===== config.mk =====
export PLATFORM = sky130hd
export DESIGN_NAME = multi_digit_select
export DESIGN_NICKNAME = d
export VERILOG_FILES = /design/src/rtl/multi_digit_select.sv
export SDC_FILE = /design/constraint.sdc
export NUM_CORES = 1
export LEC_CHECK = 0
export BUFFER_PORTS_ARGS = -buffer_cell sky130_fd_sc_hd__clkbuf_2
export CAP_MARGIN = 15
export CORE_MARGIN = 2
export CORE_UTILIZATION = 57
export CTS_BUF_LIST = sky130_fd_sc_hd__clkbuf_2
export CTS_CLUSTER_DIAMETER = 80
export DETAILED_ROUTE_END_ITERATION = 6
export PLACE_DENSITY = 0.8
export SLEW_MARGIN = 20
export SYNTH_ARGS = -nofsm -noshare
export SYNTH_HDL_FRONTEND = slang
export SYNTH_SLANG_ARGS = --single-unit

===== constraint.sdc =====
create_clock -name clock -period 5.7 [get_ports clock]
set_input_delay 0.57 -clock clock [delete_from_list [all_inputs] [get_ports clock]]
set_output_delay 0.57 -clock clock [all_outputs]
set_load 0.005 [all_outputs]

===== src/rtl/multi_digit_select.sv =====
// Multi-digit hex entry: cursor over DIGITS nibbles, up/down edit with
// auto-repeat, per-digit 7-segment decode.

// Hex nibble to 7-segment code, bit order {dp,g,f,e,d,c,b,a}, active high.
module seven_segments_hex (
   input  logic [3:0] digit,
   output logic [7:0] segments
);

   // Pure lookup of the glyph for one nibble
   always_comb begin
      segments = 8'h00;
      case (digit)
         4'h0: segments = 8'h3F;
         4'h1: segments = 8'h06;
         4'h2: segments = 8'h5B;
         4'h3: segments = 8'h4F;
         4'h4: segments = 8'h66;
         4'h5: segments = 8'h6D;
         4'h6: segments = 8'h7D;
         4'h7: segments = 8'h07;
         4'h8: segments = 8'h7F;
         4'h9: segments = 8'h6F;
         4'hA: segments = 8'h77;
         4'hB: segments = 8'h7C;
         4'hC: segments = 8'h39;
         4'hD: segments = 8'h5E;
         4'hE: segments = 8'h79;
         4'hF: segments = 8'h71;
         default: segments = 8'h00;
      endcase
   end

endmodule

// Press detection plus hold/repeat timing for one level key.
module multi_digit_select_repeat #(
   parameter int HOLD_CYCLES   = 25_000_000,
   parameter int REPEAT_CYCLES = 5_000_000
) (
   input  logic clock,
   input  logic reset,
   input  logic key,
   output logic fire
);

   localparam int MAX_COUNT = (HOLD_CYCLES > REPEAT_CYCLES) ? HOLD_CYCLES : REPEAT_CYCLES;
   localparam int CW        = $clog2(MAX_COUNT + 1);

   localparam logic [1:0] IDLE    = 2'd0;
   localparam logic [1:0] HOLDING = 2'd1;
   localparam logic [1:0] REPEAT  = 2'd2;

   logic [1:0]    state;
   logic [CW-1:0] count;
   logic [CW-1:0] count_inc;
   logic          key_prev;
   logic          press;

   assign press     = key & ~key_prev;
   assign count_inc = count + CW'(1);

   // Event on the press edge, on reaching the hold length, and every repeat period after
   always_comb begin
      fire = press;
      if (key && !press) begin
         if (state == HOLDING && count_inc == CW'(HOLD_CYCLES))
            fire = 1'b1;
         if (state == REPEAT && count_inc == CW'(REPEAT_CYCLES))
            fire = 1'b1;
      end
   end

   // Counting only starts from a genuine press, so a key held through reset stays inert
   always_ff @(posedge clock) begin
      if (reset) begin
         key_prev <= 1'b1;
         state    <= IDLE;
         count    <= '0;
      end else begin
         key_prev <= key;
         if (!key) begin
            state <= IDLE;
            count <= '0;
         end else if (press) begin
            state <= HOLDING;
            count <= CW'(1);
         end else begin
            case (state)
               HOLDING: begin
                  if (count_inc == CW'(HOLD_CYCLES)) begin
                     state <= REPEAT;
                     count <= '0;
                  end else begin
                     count <= count_inc;
                  end
               end
               REPEAT: begin
                  if (count_inc == CW'(REPEAT_CYCLES))
                     count <= '0;
                  else
                     count <= count_inc;
               end
               default: begin
                  state <= state;
                  count <= count;
               end
            endcase
         end
      end
   end

endmodule

module multi_digit_select #(
   parameter int DIGITS        = 4,
   parameter int CARRY         = 0,
   parameter int HOLD_CYCLES   = 25_000_000,
   parameter int REPEAT_CYCLES = 5_000_000,
   localparam int CURSOR_W     = (DIGITS > 1) ? $clog2(DIGITS) : 1
) (
   input  logic                  clock,
   input  logic                  reset,
   input  logic                  up_key,
   input  logic                  down_key,
   input  logic                  left_key,
   input  logic                  right_key,
   output logic [8*DIGITS-1:0]   display,
   output logic [4*DIGITS-1:0]   hex_value,
   output logic [CURSOR_W-1:0]   cursor,
   output logic [DIGITS-1:0]     cursor_onehot
);

   localparam int VW = 4 * DIGITS;

   logic                up_fire;
   logic                down_fire;
   logic                left_prev;
   logic                right_prev;
   logic                left_press;
   logic                right_press;
   logic [VW-1:0]       step;
   logic [VW-1:0]       nibble_mask;
   logic [VW-1:0]       sum;
   logic [VW-1:0]       edited;
   logic [CURSOR_W-1:0] cursor_next;

   multi_digit_select_repeat #(
      .HOLD_CYCLES   (HOLD_CYCLES),
      .REPEAT_CYCLES (REPEAT_CYCLES)
   ) u_up_repeat (
      .clock (clock),
      .reset (reset),
      .key   (up_key),
      .fire  (up_fire)
   );

   multi_digit_select_repeat #(
      .HOLD_CYCLES   (HOLD_CYCLES),
      .REPEAT_CYCLES (REPEAT_CYCLES)
   ) u_down_repeat (
      .clock (clock),
      .reset (reset),
      .key   (down_key),
      .fire  (down_fire)
   );

   assign left_press  = left_key & ~left_prev;
   assign right_press = right_key & ~right_prev;

   // One adder serves both modes: without carry, only the selected nibble of the sum is kept
   always_comb begin
      step        = VW'(1) << {cursor, 2'b00};
      nibble_mask = VW'(4'hF) << {cursor, 2'b00};
      sum         = up_fire ? (hex_value + step) : (hex_value - step);
      if (CARRY != 0)
         edited = sum;
      else
         edited = (sum & nibble_mask) | (hex_value & ~nibble_mask);
   end

   // Saturating cursor move; opposite presses in one cycle cancel
   always_comb begin
      cursor_next = cursor;
      if (left_press && !right_press && cursor != CURSOR_W'(DIGITS - 1))
         cursor_next = cursor + CURSOR_W'(1);
      else if (right_press && !left_press && cursor != '0)
         cursor_next = cursor - CURSOR_W'(1);
   end

   // Value and cursor registers; edit uses the pre-move cursor
   always_ff @(posedge clock) begin
      if (reset) begin
         hex_value  <= '0;
         cursor     <= '0;
         left_prev  <= 1'b1;
         right_prev <= 1'b1;
      end else begin
         left_prev  <= left_key;
         right_prev <= right_key;
         if (up_fire || down_fire)
            hex_value <= edited;
         cursor <= cursor_next;
      end
   end

   assign cursor_onehot = DIGITS'(1) << cursor;

   for (genvar i = 0; i < DIGITS; i++) begin : g_digit
      seven_segments_hex u_seg (
         .digit    (hex_value[4*i +: 4]),
         .segments (display[8*i +: 8])
      );
   end

endmodule


==> reports/qor.txt <==
CTS
----------------------------------------------------------------------------------------
H-tree level count                                                                     3
Root buf cell                                                                   clkbuf_2
Clock sink count                                                                     104
Later-pin clock latency in the skew report                                        660 ps
Clock tree from TritonCTS                                                            yes
Total clock buffers created by CTS                                                     9
Reg clk slew, reported paths                                                      310 ps
Deepest clock path buffer count                                                        2

CRITICAL PATH
----------------------------------------------------------------------------------------
Critical path launch point type                                                flip-flop
CP Capture Type                                                                flip-flop
First element of the critical path                                          u_up_repeat.count[2]$_SDFFE_PP0P_
Total buffers and inverters traversed by the critical path                             5
Worst path most repeated cell                                                      inv_1
Critical Path Fanout Max                                                              15
Slowest Stage Delay on Critical Path                                              490 ps
Critical path's top delay family                                            simple AND/OR/NAND/NOR gates
Classification of the worst setup path                                      flip-flop to flip-flop
Required time of the critical path                                               6320 ps
Worst path arrival time                                                          6060 ps
Critical-path cell with the highest stage delay                                  dfxtp_2
Reg-to-reg critical path startpoint                                         u_up_repeat.count[2]$_SDFFE_PP0P_

CELLS AND AREA
----------------------------------------------------------------------------------------
Share of the core filled with cells in the final layout                            65.5%
Net total in the final layout                                                       1012
# fillers                                                                           1075
Area taken by multi-input logic gates                                          4760 um^2
Final instance area                                                            7970 um^2
Storage element area                                                           2110 um^2
Antenna fix cells                                                                      0
Fraction of layout cells with a size suffix above 1                                18.8%
Area added between synthesis and finish                                            11.0%

FLOORPLAN
----------------------------------------------------------------------------------------
Placeable core region                                                         12200 um^2
Number of I/O pins                                                                    60
Die height                                                                        116 um
Full die area                                                                 13500 um^2
Initial standard-cell utilization of the core                                      59.0%
Die Width                                                                         116 um
Total number of placement rows                                                        40

STA
----------------------------------------------------------------------------------------
Hold violation count in the final report                                               0
Final worst-path cycle share                                                       95.4%
Worst clock skew                                                                 37.9 ps
Slew Limit Fails                                                                       0
Achievable clock frequency                                                       184 MHz
Final setup violation count                                                            0
Worst slew margin relative to its limit                                            29.8%
Worst hold slack                                                                  106 ps
Slew @ Worst Pin                                                                 1050 ps
Setup TNS Final                                                                     0 ps
Shortest clock period the worst path allows after layout                         5440 ps

LOGIC SYNTHESIS
----------------------------------------------------------------------------------------
Syn. warnings                                                                          0
Count of state elements after synthesis                                              104
Post-synth design cell area                                                    7170 um^2
Cell taking the most area after synthesis                                        dfxtp_1
Number of synthesized flops with an enable pin                                         0
Top-area cell type share of the netlist area                                       29.0%
Post-Syn Instances                                                                   903
Most numerous cell in the Yosys netlist                                          dfxtp_1
Biggest area contributors in the synthesized netlist                        dfxtp_1 29%, ha_1 7.3%, a21oi_1 5.9%
Leading register cell type out of synthesis                                      dfxtp_1
Count of cell types in the netlist                                                    85
Mapped Avg Cell Area                                                           7.94 um^2
Share of synthesized registers carrying an async set or reset                         0%
Part of the Yosys area used for sequential elements                                29.0%
Leading post-synthesis cells by instance count                              104 x dfxtp_1, 89 x nor2_1, 85 x a21oi_1, 55 x o21ai_0, 49 x nand2_1

PWR
----------------------------------------------------------------------------------------
LEAKAGE                                                                          2.99 nW
Worst IR Drop VDD                                                                 148 uV
Ratio of total power to cell area                                            167 nW/um^2

GLOBAL ROUTING
----------------------------------------------------------------------------------------
Maximum number of pins on one net before global-route repair                          48
Initial antenna violation count                                                        0
Wire length of the first global-routing pass                                     29.7 mm
Vias in the first global route                                                      6201
GRT Overall Usage                                                                  26.9%
Total global routing overflow                                                          0

DETAILED ROUTING
----------------------------------------------------------------------------------------
Total length of routed wires                                                     18.1 mm
Antenna Violating Nets Remaining                                                       0
Mean routed wirelength per cell                                                  15.9 um
Routed via count divided by cell count                                              6.21
First DRT Iteration DRCs                                                             499
Post-route DRC                                                                         0
Number of search-and-repair iterations in the first detailed-routing pass              7
Vias after detailed routing                                                         7058

FLOW RUN
----------------------------------------------------------------------------------------
Maximum Capacitance Violations                                                         0

MIN PATH
----------------------------------------------------------------------------------------
Kind of path behind the tightest hold check                                 input pin to flip-flop
Source of the worst hold timing path                                           right_key

STATUS
----------------------------------------------------------------------------------------
Run status                                                                     completed

PLACE
----------------------------------------------------------------------------------------
Port-buffer cells                                                                     55
Placed Instance Area                                                           7650 um^2
Weighted congestion reported at the end of routability-driven placement             1.00
Post-detailed-placement half-perimeter wirelength                                12.9 mm

## layout by cell type, fill, tap and decap left out, types with 7 or more instances in the layout
cell	Yosys	layout
a22oi_1	9	9
ha_1	42	42
xnor2_1	27	27
or3_1	18	18
nand2b_1	9	9
nor2_1	89	88
a21oi_1	85	84
and3_1	25	25
xor2_1	10	10
or4_1	10	10
a311oi_1	9	9
nand4b_1	8	8
nor4_1	11	10
nand3_1	28	28
a211oi_1	8	7
or2_2	8	8
buf_4	6	45
o21ai_0	55	54
dfxtp_2	0	11
nand2_1	49	49
and2_1	8	8
dfxtp_1	104	89
nor2b_1	7	7
inv_1	39	39
mux2i_1	14	13
a31oi_1	10	10
nand4_1	25	25
nand3b_1	9	9
nor3_1	32	30
clkbuf_2	0	66
## registers in the layout, summed over array words and instances (netlist names)
register / flops
u_down_repeat.key_prev: 1
u_down_repeat.state: 2
cursor: 2
g_digit.u_seg.segments: 28
u_down_repeat.count: 25
left_prev: 1
right_prev: 1
u_up_repeat.state: 2
hex_value: 16
u_up_repeat.key_prev: 1
u_up_repeat.count: 25
## power by group
part | switching (mW) | leakage [nW] | internal, mW
clock | 0.271 | 0.0732 | 0.109
combinational | 0.112 | 2.07 | 0.0814
sequential | 0.0108 | 0.851 | 0.742
## cell families (layout without fill, tap and decap cells)
kind of cell / count (synthesis) / in the layout / share of synthesized area, %
AOI/OAI and AO/OA: 235 / 235 / 21.3
xor gates and xnor gates: 38 / 38 / 4.90
adders and majority gates: 42 / 42 / 7.33
buffers and inverters: 94 / 156 / 5.46
DFF: 104 / 104 / 29.0
muxes: 23 / 23 / 3.84
other: 1 / 4 / 0.0523
and+or+nand+nor: 366 / 367 / 28.1
## metrics by stage
step                power [mW]  cells  setup WS [ps]
finish                    1.33   1137            260
global route              1.38   1137          -27.6
CTS                       1.32   1121           26.5
detailed placement       0.946   1105           82.9
global placement         0.944   1105            200
floorplan                0.902    906           61.6
## final cells by class
class	count	area share, %
clock buffer	11	0.691
clock inverter	5	0.801
inverter	40	1.89
multi-input combinational	709	59.8
sequential	104	26.5
tap	168	2.64
timing repair buffer	100	7.70
## worst paths after layout
path,end,slack (ps),depth (start not counted)
setup / recovery,g_digit[3].u_seg.segments[3]$_DFF_P_,260,26
hold / removal,right_prev$_SDFF_PP1_,110,2
setup reg to reg,g_digit[3].u_seg.segments[3]$_DFF_P_,260,26
hold reg to reg,u_down_repeat.state[0]$_SDFFE_PP0P_,500,2
## layer usage
metal  share of wire, %  wire [um]  global-route usage [%]  vias up
li1                   -          -                       -     3438
met1                 43       7830                    35.7     3309
met2                 48       8650                    45.1      269
met3                6.8       1230                    3.63       42
met4                2.3        409                    9.84        0
met5                  0          0                       0        -
## timing repair
item | 4_1_cts | 5_1_grt
hold endpoints to repair | 0 | 0
hold buffers | 0 | 0
gates resized for setup | 0 | 30
setup endpoints to repair | 0 | 13
setup buffers | 0 | 15
No activity file was read; power rests on OpenSTA's default activity.
